`src/rtl/corr_pkg.sv`:
```
// Shared types and helpers for the correlator packet FIFO.
package corr_pkg;

  // Default packet layout and buffer sizing.
  localparam int PKT_BYTES_DEF = 4;
  localparam int DEPTH_DEF     = 10;
  localparam int DROPCNT_W_DEF = 8;

  // Serializer states: waiting for a packet, or pushing its bytes.
  typedef enum logic {
    IDLE  = 1'b0,
    SHIFT = 1'b1
  } state_t;

  // Free byte slots left in a FIFO of the given depth.
  function automatic int freeSpace(input int depth, input int nEntries);
    return depth - nEntries;
  endfunction

endpackage

```
`src/rtl/corr_bytefifo.sv`:
```
// Byte-wide circular FIFO with push, pop and flush. The depth need not be a
// power of two, so pointers wrap explicitly at DEPTH-1.
module corr_bytefifo #(
  parameter int DEPTH = 10,
  parameter int CNT_W = $clog2(DEPTH + 1)
) (
  input  logic             i_clk,
  input  logic             i_rst,
  input  logic             i_cg,
  input  logic             i_push,
  input  logic [7:0]       i_pushData,
  input  logic             i_pop,
  input  logic             i_flush,
  output logic [7:0]       o_data,
  output logic             o_empty,
  output logic [CNT_W-1:0] o_nEntries
);

  localparam int PTR_W = (DEPTH > 1) ? $clog2(DEPTH) : 1;
  localparam logic [PTR_W-1:0] LAST_PTR = PTR_W'(DEPTH - 1);

  logic [7:0]       mem [DEPTH];
  logic [PTR_W-1:0] rdPtr;
  logic [PTR_W-1:0] wrPtr;
  logic [CNT_W-1:0] nEntries;
  logic             empty;
  logic             doPop;

  function automatic logic [PTR_W-1:0] nextPtr(input logic [PTR_W-1:0] ptr);
    return (ptr == LAST_PTR) ? '0 : ptr + 1'b1;
  endfunction

  assign empty = (nEntries == '0);
  // A pop against an empty FIFO is ignored rather than underflowing.
  assign doPop = i_pop && !empty;

  // Pointer and occupancy bookkeeping; flush beats push and pop.
  // NOTE: sequential state uses <= so every flop samples pre-edge values.
  always_ff @(posedge i_clk) begin
    if (i_rst) begin
      rdPtr    <= '0;
      wrPtr    <= '0;
      nEntries <= '0;
    end else if (i_cg) begin
      if (i_flush) begin
        rdPtr    <= '0;
        wrPtr    <= '0;
        nEntries <= '0;
      end else begin
        if (i_push) wrPtr <= nextPtr(wrPtr);
        if (doPop)  rdPtr <= nextPtr(rdPtr);
        unique case ({i_push, doPop})
          2'b10:   nEntries <= nEntries + CNT_W'(1);
          2'b01:   nEntries <= nEntries - CNT_W'(1);
          default: nEntries <= nEntries;
        endcase
      end
    end
  end

  // Byte storage write port.
  // NOTE: storage has no reset; the reset pointers make stale contents unreachable.
  always_ff @(posedge i_clk) begin
    if (i_cg && i_push && !i_flush) mem[wrPtr] <= i_pushData;
  end

  assign o_data     = empty ? 8'h00 : mem[rdPtr];
  assign o_empty    = empty;
  assign o_nEntries = nEntries;

endmodule

```
`src/rtl/corr_pktfifo.sv`:
```
// Per-pair packet buffer: captures one correlator packet per window,
// serializes it MSB-first into a byte FIFO, and drops packets that do not
// fit whole, counting them in a saturating counter.
module corr_pktfifo
  import corr_pkg::*;
#(
  parameter int PKT_BYTES = PKT_BYTES_DEF,
  parameter int DEPTH     = DEPTH_DEF,
  parameter int DROPCNT_W = DROPCNT_W_DEF
) (
  input  logic                          i_clk,
  input  logic                          i_rst,
  input  logic                          i_cg,
  input  logic [PKT_BYTES*8-1:0]        i_pkt_data,
  input  logic                          i_pkt_valid,
  output logic                          o_pkt_ready,
  output logic [7:0]                    o_data,
  output logic                          o_empty,
  input  logic                          i_pop,
  input  logic                          i_flush,
  output logic [$clog2(DEPTH+1)-1:0]    o_nEntries,
  output logic [DROPCNT_W-1:0]          o_dropCount
);

  localparam int CNT_W = $clog2(DEPTH + 1);
  localparam int IDX_W = (PKT_BYTES > 1) ? $clog2(PKT_BYTES) : 1;
  localparam logic [IDX_W-1:0] LAST_IDX = IDX_W'(PKT_BYTES - 1);

  state_t                 stateQ, stateD;
  logic [IDX_W-1:0]       idxQ, idxD;
  logic [PKT_BYTES*8-1:0] stageQ, stageD;
  logic [DROPCNT_W-1:0]   dropCountQ, dropCountD;
  logic                   push;
  logic                   drop;
  logic [CNT_W-1:0]       nEntries;

  // Next-state, serializer and drop decisions.
  // NOTE: defaults first so no path leaves a variable unassigned (no latch).
  always_comb begin
    stateD     = stateQ;
    idxD       = idxQ;
    stageD     = stageQ;
    dropCountD = dropCountQ;
    push       = 1'b0;
    drop       = 1'b0;
    if (i_flush) begin
      // Abort serialization; a packet offered now is discarded uncounted.
      stateD     = IDLE;
      idxD       = '0;
      dropCountD = '0;
    end else begin
      unique case (stateQ)
        IDLE: begin
          if (i_pkt_valid) begin
            // Only registered occupancy is trusted; a same-cycle pop is not credited.
            if (freeSpace(DEPTH, int'(nEntries)) >= PKT_BYTES) begin
              stageD = i_pkt_data;
              idxD   = '0;
              stateD = SHIFT;
            end else begin
              drop = 1'b1;
            end
          end
        end
        SHIFT: begin
          // Space was reserved at capture, so this push cannot overflow.
          push   = 1'b1;
          stageD = stageQ << 8;
          if (idxQ == LAST_IDX) begin
            stateD = IDLE;
            idxD   = '0;
          end else begin
            idxD = idxQ + 1'b1;
          end
          if (i_pkt_valid) drop = 1'b1;
        end
        default: stateD = IDLE;
      endcase
      if (drop && (dropCountQ != '1)) dropCountD = dropCountQ + 1'b1;
    end
  end

  // Control state register, held while the clock gate is closed.
  always_ff @(posedge i_clk) begin
    if (i_rst) begin
      stateQ     <= IDLE;
      idxQ       <= '0;
      dropCountQ <= '0;
    end else if (i_cg) begin
      stateQ     <= stateD;
      idxQ       <= idxD;
      dropCountQ <= dropCountD;
    end
  end

  // Staging shift register; its top byte is always the next byte to push.
  always_ff @(posedge i_clk) begin
    if (i_cg) stageQ <= stageD;
  end

  corr_bytefifo #(
    .DEPTH (DEPTH),
    .CNT_W (CNT_W)
  ) u_bytefifo (
    .i_clk      (i_clk),
    .i_rst      (i_rst),
    .i_cg       (i_cg),
    .i_push     (push),
    .i_pushData (stageQ[PKT_BYTES*8-1 -: 8]),
    .i_pop      (i_pop),
    .i_flush    (i_flush),
    .o_data     (o_data),
    .o_empty    (o_empty),
    .o_nEntries (nEntries)
  );

  assign o_nEntries  = nEntries;
  assign o_dropCount = dropCountQ;
  assign o_pkt_ready = (stateQ == IDLE);

endmodule

```
`config.mk`:
```
export PLATFORM = sky130hd
export DESIGN_NAME = corr_pktfifo
export DESIGN_NICKNAME = d
export VERILOG_FILES = /design/src/rtl/corr_pkg.sv /design/src/rtl/corr_bytefifo.sv /design/src/rtl/corr_pktfifo.sv
export SDC_FILE = /design/constraint.sdc
export NUM_CORES = 1
export LEC_CHECK = 0
export CAP_MARGIN = 20
export CORE_ASPECT_RATIO = 1.25
export CORE_UTILIZATION = 47
export CTS_CLUSTER_SIZE = 14
export DETAILED_ROUTE_END_ITERATION = 7
export PLACE_DENSITY = 0.71
export SLEW_MARGIN = 25
export SYNTH_ARGS = -nofsm -noshare
export SYNTH_HDL_FRONTEND = slang
export SYNTH_HIERARCHICAL = 1
export SYNTH_SLANG_ARGS = --single-unit
```
`constraint.sdc`:
```
create_clock -name i_clk -period 3.7 [get_ports i_clk]
set_input_delay 0.74 -clock i_clk [delete_from_list [all_inputs] [get_ports i_clk]]
set_output_delay 0.74 -clock i_clk [all_outputs]
set_load 0.02 [all_outputs]
```
==> impl_summary.txt <==
----------------------------------------------------
[CTS]
  TritonCTS clock tree ... yes
  Cell at the root of the clock tree ... clkbuf_16
  Number of cells upsized or downsized after cts ... 0
  Hold buffer count at CTS ... 0
  Maximum clock path buffer count ... 2
  Clock buffers created by TritonCTS ... 17
  Number of H-tree levels ... 4
  CTS Sinks ... 139
  Clock network latency to the later pin of the worst-skew pair ... 0.41 ns
  Post-CTS repair timing setup buffer count ... 0
  Clock transition at the register clock pins on the worst setup and hold paths after CTS ... 0.06 ns

[Global route]
  Wire length of the first global-routing pass ... 16730 um
  Number of global-route vias before repair ... 3349
  Largest net degree at the start of global routing ... 39
  Global-route usage over all layers ... 17.30%
  Overall overflow remaining after global route ... 0
  Number of antenna violations at the first check in global routing ... 0

[Setup path]
  WP depth ... 6
  Series of cell instances along the critical path ... buf_4, mux4_2, nor2b_1, a211oi_1, a211oi_1, clkdlybuf4s50_1
  Register-to-register setup slack ... 1.42 ns
  Critical path data required time ... 2.96 ns
  Crit Reg-Reg Endpoint ... u_bytefifo/o_nEntries[2]
  Count of buffering cells on the critical path with inverters included ... 2
  Worst path max stage delay ... 0.57 ns
  Type of origin of the critical path ... flip-flop
  Worst reg2reg startpoint ... u_bytefifo/o_nEntries[0]
  CP most frequent cell ... a211oi_1
  Depth of the worst register-to-register path ... 8
  Cell with the largest stage delay on the worst path ... clkdlybuf4s50_1
  Worst endpoint data arrival time ... 2.71 ns
  Highest net fanout along the worst path ... 24
  Crit Path Class ... reg2out
  Delay-heaviest family, CP ... buffers and inverters
  Crit end category ... primary output

[Floorplanning]
  Die outline area ... 12850 sq um
  Width of the die ... 101.6 um
  Number of rows in the core area ... 45
  I/O pins ... 60
  Die Ht ... 126.5 um
  Starting density of the core ... 48.13%
  Core Region ... 12110 sq um

[Routing]
  Post-DR vias/cell ... 5.276
  DR WL/cell ... 15.68 um
  Overall routed net length ... 9956 um
  Post-detailed-route count of antenna-violating nets ... 0
  Number of detailed-routing iterations run before antenna repair ... 4
  First-iteration detailed-routing DRC count ... 144
  Remaining DRCs ... 0
  Detailed-route via count ... 3350

[Worst hold path]
  Critical hold path startpoint ... o_dropCount[6]
  Path class of the lowest-slack min-delay path ... reg2reg
  Min-Delay Endpoint ... o_dropCount[6]
  Hold Crit Depth ... 2

[Pwr]
  Switching power share of the total ... 20.31%
  Net switching power ... 731.8 uW
  Share of total power in the clock network ... 46.9%
  Sequential Power Share ... 47.8%
  Design internal power ... 2870 uW
  PwrDens ... 495.9 nW/um^2
  Leak ... 0.002386 uW
  Largest voltage drop on the vdd net ... 0.3816 mV
  Logic pwr share ... 5.2%

[STA]
  Final Hold Fails ... 0
  Shortest period the worst path allows ... 3.452 ns
  Actual slew at the worst max-slew pin ... 0.6436 ns
  Post-route setup slack ... 0.2479 ns
  Count of final max-slew check failures ... 0
  Number of endpoints failing setup at the final stage ... 0
  Final worst path period share ... 93.30%
  Clock Skew ... 0.005445 ns
  Hold Slack ... 0.4963 ns
  Relative slew margins ... 56.96%
  Setup total negative slack ... 0 ns
  Fmax achieved ... 289.7 MHz
  RSZ-0062 raised after global routing ... false

[Synthesis]
  Most used flip-flop cell after synthesis ... edfxtp_1
  Cell count after synthesis ... 382
  Post-synthesis sequential element count ... 139
  Net count after synthesis ... 426
  Post-Synthesis Mean Instance Area ... 15.25 sq um
  Combined area of all synthesized cells ... 5827 sq um
  Library cell occupying the most area in the post-synthesis netlist ... edfxtp_1
  Number of flops mapped to enable cells by yosys ... 112
  Synth async-reset ratio ... 0%
  Synth top area cells ... edfxtp_1 58%, dfxtp_1 9.3%, mux4_2 6.2%
  Yosys warning count ... 6
  Part of the Yosys area used for sequential elements ... 67.00%
  Number of library cell types mapped by synthesis ... 54
  Area share of the largest cell type after synthesis ... 57.72%

[Layout]
  Area growth from synthesis to layout ... 24.67%
  Commonest non-fill, non-tap cell in the layout ... edfxtp_1
  ANT cells ... 0
  Share of post-route cells with drive strength above 1 ... 20.81%
  Number of nets in the finished design ... 503
  Most frequent cells in the layout ... 112 x edfxtp_1, 59 x clkdlybuf4s50_1, 27 x dfxtp_1

[Place]
  Worst slack at placement ... 0.6443 ns
  Final Wtd Congestion ... 0.7763
  Input/output buffers ... 59
  Hpwl dp ... 6619 um

[Flow run]
  Max-capacitance violation count ... 0

[Status]
  Outcome ... complete, no violations

----------------------------------------------------
-- power groups by stage --
stage / Clock (uW) / Combinational, uW / Sequential [uW]
3_5_place_dp: 0 / 190 / 1760
3_3_place_gp: 0 / 186 / 1750
2_1_floorplan: 0 / 114 / 1750
4_1_cts: 1720 / 191 / 1720
6_report: 1690 / 189 / 1720
5_1_grt: 1790 / 206 / 1730
-- sequential cells by signal, indices dropped and copies added, names as in the netlist, named ones only --
register / count
u_bytefifo/mem: 80
o_dropCount: 8
stageQ: 32
stateQ: 1
u_bytefifo/wrPtr: 4
u_bytefifo/o_nEntries: 4
idxQ: 2
u_bytefifo/rdPtr: 4
-- logic make-up after synthesis --
family / after synthesis / synth area share [%]
AOI/OAI and AO/OA: 62 / 7.494
adders and majority gates: 6 / 1.288
DFF: 139 / 67.00
buffers and inverters: 26 / 1.976
and+or+nand+nor: 90 / 8.074
muxes: 53 / 13.14
xor gates and xnor gates: 6 / 1.031
-- routing by layer --
| metal | global-route usage, % | vias to the layer above | share of wire [%] |
|---|---|---|---|
| met5 | 0 | - | 0 |
| met4 | 7.758 | 0 | 1.5 |
| met3 | 4.793 | 10 | 3.7 |
| met2 | 27.54 | 73 | 51 |
| met1 | 21.95 | 1625 | 44 |
| li1 | - | 1642 | - |
-- metrics by stage --
| step | total power (uW) | cell area [sq um] | cells | utilization (%) |
|---|---|---|---|---|
| 4_1_cts | 3633 | 7264 | 635 | 60.01 |
| 3_5_place_dp | 1945 | 6670 | 604 | 55.10 |
| 3_3_place_gp | 1939 | 6670 | 604 | 55.10 |
| 2_1_floorplan | 1863 | 5827 | 382 | - |
| 6_report | 3602 | 7264 | 635 | 60.01 |
| 5_1_grt | 3718 | 7264 | 635 | 60.01 |
-- how the worst max path moves through the flow --
stage / endpoint / slack (ns)
5_1_grt: o_data[1] / 0.07
3_5_place_dp: o_data[5] / 0.64
3_3_place_gp: o_data[3] / 0.67
6_report: o_data[5] / 0.25
2_1_floorplan: stageQ[0] / 0.06
4_1_cts: o_data[5] / 0.20
-- worst min-delay path: stages, from the launching register on --
cell	delay, ns
dfxtp_1	0.33
nand2_1	0.06
mux2i_1	0.06
-- synth_stat cells, types with 2 or more instances --
cell type	n
a21oi_1	15
or3_1	8
mux2_2	24
xor2_1	4
a32oi_1	2
nor2b_1	16
mux2i_1	12
a211oi_1	18
nand3_1	2
nand4_1	2
nand2_1	15
o21ai_0	8
buf_1	2
nand2b_1	3
dfxtp_1	27
edfxtp_1	112
a31oi_1	3
buf_2	5
clkbuf_1	9
nor2_1	26
mux4_2	16
o31ai_1	2
inv_1	8
nor3_1	8
ha_1	6
-- layout make-up --
class	instances	area (sq um)
clock buffers	17	425.4
clock inverters	14	168.9
fillers	936	4841
inverters	8	30.03
multi-input cells	217	1813
flip-flops and latches	139	3904
well taps	164	205.2
repair buffers	76	718.2
Power figures use the tool's default switching activity.
==> variant 1 (same settings) <==
Set the package constant `PKT_BYTES_DEF` to 2 (it was 4).
--- a/src/rtl/corr_pkg.sv
+++ b/src/rtl/corr_pkg.sv
@@ -2,7 +2,7 @@
 package corr_pkg;
 
   // Default packet layout and buffer sizing.
-  localparam int PKT_BYTES_DEF = 4;
+  localparam int PKT_BYTES_DEF = 2;
   localparam int DEPTH_DEF     = 10;
   localparam int DROPCNT_W_DEF = 8;
 
Ports: changed (resized i_pkt_data); port bits go from 60 to 44. No check against the original RTL was run, so the function may have changed too.
==> variant 1 against the unedited design <==
Synthesized area shrank 9.5%; worst setup slack lost 0.047 ns; sequential cell count shrank 17; critical endpoint unchanged; critical path depth is the same; largest cell class unchanged; wire length shrank 1.7%; final area shrank 10%; power shrank 10%; highest routed layer unchanged; cell count shrank 11%.
==> variant 1: results (changes against the unedited design) <==
| Metric | Value |
|---|---|
| Total GRT Usage | `18.0% (+0.75 points)` |
| Met2 usage | `30.5% (+3.0 points)` |
| Peak supply drop | `308 uV (-19%)` |
| Hold Slack | `0.485 ns (-0.0112 ns)` |
| Layout cells sized above 1 | `19.1% (-1.7 points)` |
| First-pass GRT wire length | `15.7 mm (-6.2%)` |
| Area post-placement | `5930 sq um (-11%)` |
| Vias | `3120 (-6.9%)` |
| GP Congestion | `0.796 (+2.5%)` |
| Synth top area cells | `edfxtp_1, dfxtp_1, mux4_2, mux2i_1, a211oi_1` |
| Compound-Gate Fraction of Synth Area | `8.88% (+1.4 points)` |
| Met1 wire length | `4.17 mm (-3.9%)` |
| Nets | `450 (-11%)` |
| Internal | `2.56 mW (-11%)` |
| Power in the clock group | `1.58 mW (-7%)` |
| Reg2reg setup slack | `0.97 ns (-0.45 ns)` |
| Seq/Total Area, Yosys | `64.5% (-2.4 points)` |
| Worst rel slew slack | `58.1% (+1.2 points)` |
| Drt total wl | `9.78 mm (-1.7%)` |
| Synth cell count leaders | `edfxtp_1, dfxtp_1, a211oi_1` |
| CP arrival | `2.76 ns (+0.05 ns)` |
| DP Cell Count | `534 (-12%)` |
| Routed vias/inst | `5.51 (+4.5%)` |
| M3 GR Usage | `4.34% (-0.46 points)` |
| Status | `complete, no violations` |
| Post-synth EDFFs | `96 (-14%)` |
| Largest net degree at the start of global routing | `22 (-44%)` |
| XOR/XNOR Fraction of Synth Area | `1.14% (+0.11 points)` |
| Met1 GRT Util | `21.8% (-0.19 points)` |
| I/O Buffers | `43 (-27%)` |
| Unique cell type count in the Yosys netlist | `55 (+1.9%)` |
| Dpl hpwl | `6.48 mm (-2.1%)` |
| Lkg Pwr | `2.10 nW (-12%)` |
| Skew final | `0.00854 ns (+0.00309 ns)` |
==> variant 1: worst max path at each step <==
stage                        startpoint                   end  slack, ns  depth (start not counted)
6_report                       register             o_data[5]       0.20                          6
5_1_grt                        register             o_data[5]       0.08                          6
4_1_cts                        register             o_data[5]       0.21                          6
3_5_place_dp                    i_flush  u_bytefifo/mem[0][6]       0.61                          7
3_3_place_gp                    i_flush  u_bytefifo/mem[4][6]       0.65                          7
2_1_floorplan  u_bytefifo/o_nEntries[0]             stageQ[0]       0.23                          6
==> variant 1: cell type report <==
cell class	count	area [sq um]
clock inverters	15	150
flip-flops and latches	122	3400
repair buffers	62	573
clock buffers	17	425
inverters	11	41.3
well taps	132	165
multi-input cells	207	1750
fillers	814	4270
==> variant 1: critical path, cell delays in order (launching register included) <==
cell and delay (ns):
dfxtp_1 0.33, buf_4 0.32, mux4_2 0.55, nor2b_1 0.15
a211oi_1 0.31, a211oi_1 0.11, clkdlybuf4s50_1 0.57
==> variant 2 (same flow settings) <==
Made on the original files. Put one more register stage on the output `o_dropCount`. The value now appears one clock later. The other outputs are not delayed to match.
--- a/src/rtl/corr_pktfifo.sv
+++ b/src/rtl/corr_pktfifo.sv
@@ -115,7 +115,9 @@
   );
 
   assign o_nEntries  = nEntries;
-  assign o_dropCount = dropCountQ;
+  always_ff @(posedge i_clk) begin
+    o_dropCount <= dropCountQ;
+  end
   assign o_pkt_ready = (stateQ == IDLE);
 
 endmodule
Behaviour: not the same (a bounded check fails within 4 cycles, from zero or initial values and one cycle with i_rst high).
==> variant 2 against the unedited design <==
Wire length increased by 6.7%; worst setup slack better by 0.14 ns; sequential cell count rose by 8; synthesized area increased by 3.2%; die area is 3.1% higher; final area rose by 3.4%; power grew 8.2%; worst hold slack worse by 0.12 ns; critical endpoint is now o_data[0]; largest cell class unchanged.
==> variant 2: results (changes against the unedited design) <==
| Metric | Value |
|---|---|
| Routed vias/inst | `5.44 (+3.1%)` |
| Unique cell type count in the Yosys netlist | `56 (+3.7%)` |
| Total GRT Usage | `17.9% (+0.60 points)` |
| Dpl hpwl | `7.24 mm (+9.3%)` |
| XOR/XNOR Fraction of Synth Area | `0.999% (-0.032 points)` |
| Vias | `3508 (+4.7%)` |
| CP arrival | `2.57 ns (-0.14 ns)` |
| First-pass GRT wire length | `17.7 mm (+5.6%)` |
| Ys flop type | `edfxtp_1` |
| Drt wl/cell | `16.5 um (+5.1%)` |
| Synth top area cells | `edfxtp_1, dfxtp_1, mux4_2, mux2_2, a211oi_1` |
| Met1 wire length | `4.56 mm (+5.1%)` |
| Synth Area in Adders | `1.25% (-0.040 points)` |
| Crit-path max FO | `8 (-67%)` |
| Sw Ratio | `18.9% (-1.4 points)` |
| Synth cell count leaders | `edfxtp_1, dfxtp_1, nor2_1` |
| Filler instances | `923 (-1.4%)` |
| Syn Inst Count | `391 (+2.4%)` |
| Setup Slack @ Placement | `0.688 ns (+0.0437 ns)` |
| Status | `complete, no violations` |
| Nets | `513 (+2.0%)` |
| Peak supply drop | `312 uV (-18%)` |
| Syn_nets | `435 (+2.1%)` |
| Lkg Pwr | `2.46 nW (+3.1%)` |
| Hold Startpoint | `dropCountQ[7]` |
| Seq/Total Area, Yosys | `67.6% (+0.60 points)` |
| GP Congestion | `0.773 (-0.41%)` |
| Area post-placement | `6850 sq um (+2.7%)` |
| Skew final | `0.00738 ns (+0.00194 ns)` |
| Yosys warnings | `6 (unchanged)` |
| Layout cells sized above 1 | `20.2% (-0.64 points)` |
| Wire length on met2 | `5.46 mm (+7.1%)` |
| WL met3 | `493 um (+34%)` |
| Compound-Gate Fraction of Synth Area | `7.08% (-0.42 points)` |
| Mux contribution to synthesized area | `12.4% (-0.74 points)` |
| Vias in the first global route | `3564 (+6.4%)` |
| Worst rel slew slack | `57.6% (+0.68 points)` |
| DP Cell Count | `614 (+1.7%)` |
| Worst R2R Start | `u_bytefifo/o_nEntries[0]` |
## variant 2: changes by cell type in the layout (fill, tap and decap cells not counted), sizes merged, moves of 2 or more
cell	change
clkinv	-2
dfxtp	+8
nand2	-3
a21oi	-4
a31oi	+2
o21a	+2
nand3	+2
bufinv	+3
a311oi	+2
mux2i	-2
## variant 2: cell type report
type / instances / area [sq um] / area share (%)
sequential: 147 / 4060 / 54.1
multi-input combinational: 216 / 1820 / 24.2
timing repair buffer: 77 / 726 / 9.66
clock buffer: 18 / 429 / 5.71
clock inverter: 13 / 231 / 3.08
tap: 164 / 205 / 2.73
inverter: 10 / 37.5 / 0.500
## variant 2: power groups by stage
stage	clock (mW)	sequential [mW]	combinational (mW)
2_1_floorplan	0	1.84	0.116
3_3_place_gp	0	1.84	0.188
3_5_place_dp	0	1.85	0.193
4_1_cts	1.94	1.81	0.194
5_1_grt	2.00	1.81	0.209
6_report	1.90	1.81	0.191
## variant 2: cell families (layout without fill, tap and decap cells)
group	after synthesis	count (layout)
xor gates and xnor gates	6	6
AOI/OAI and AO/OA	61	61
muxes	51	51
DFF	147	147
adders and majority gates	6	6
and+or+nand+nor	92	92
buffers and inverters	28	118
## variant 2: routing by layer
metal	track usage [%]	vias up
li1	-	1674
met1	23.4	1739
met2	28.5	88
met3	5.27	7
met4	5.97	0
met5	0	-
## variant 2: final timing paths
kind,endpoint,slack [ns],cells past startpoint
worst max-delay path,o_data[0],0.39,6
worst min-delay path,o_dropCount[7],0.38,0
worst max register to register,u_bytefifo/o_nEntries[2],1.38,8
worst min register to register,o_dropCount[7],0.38,0
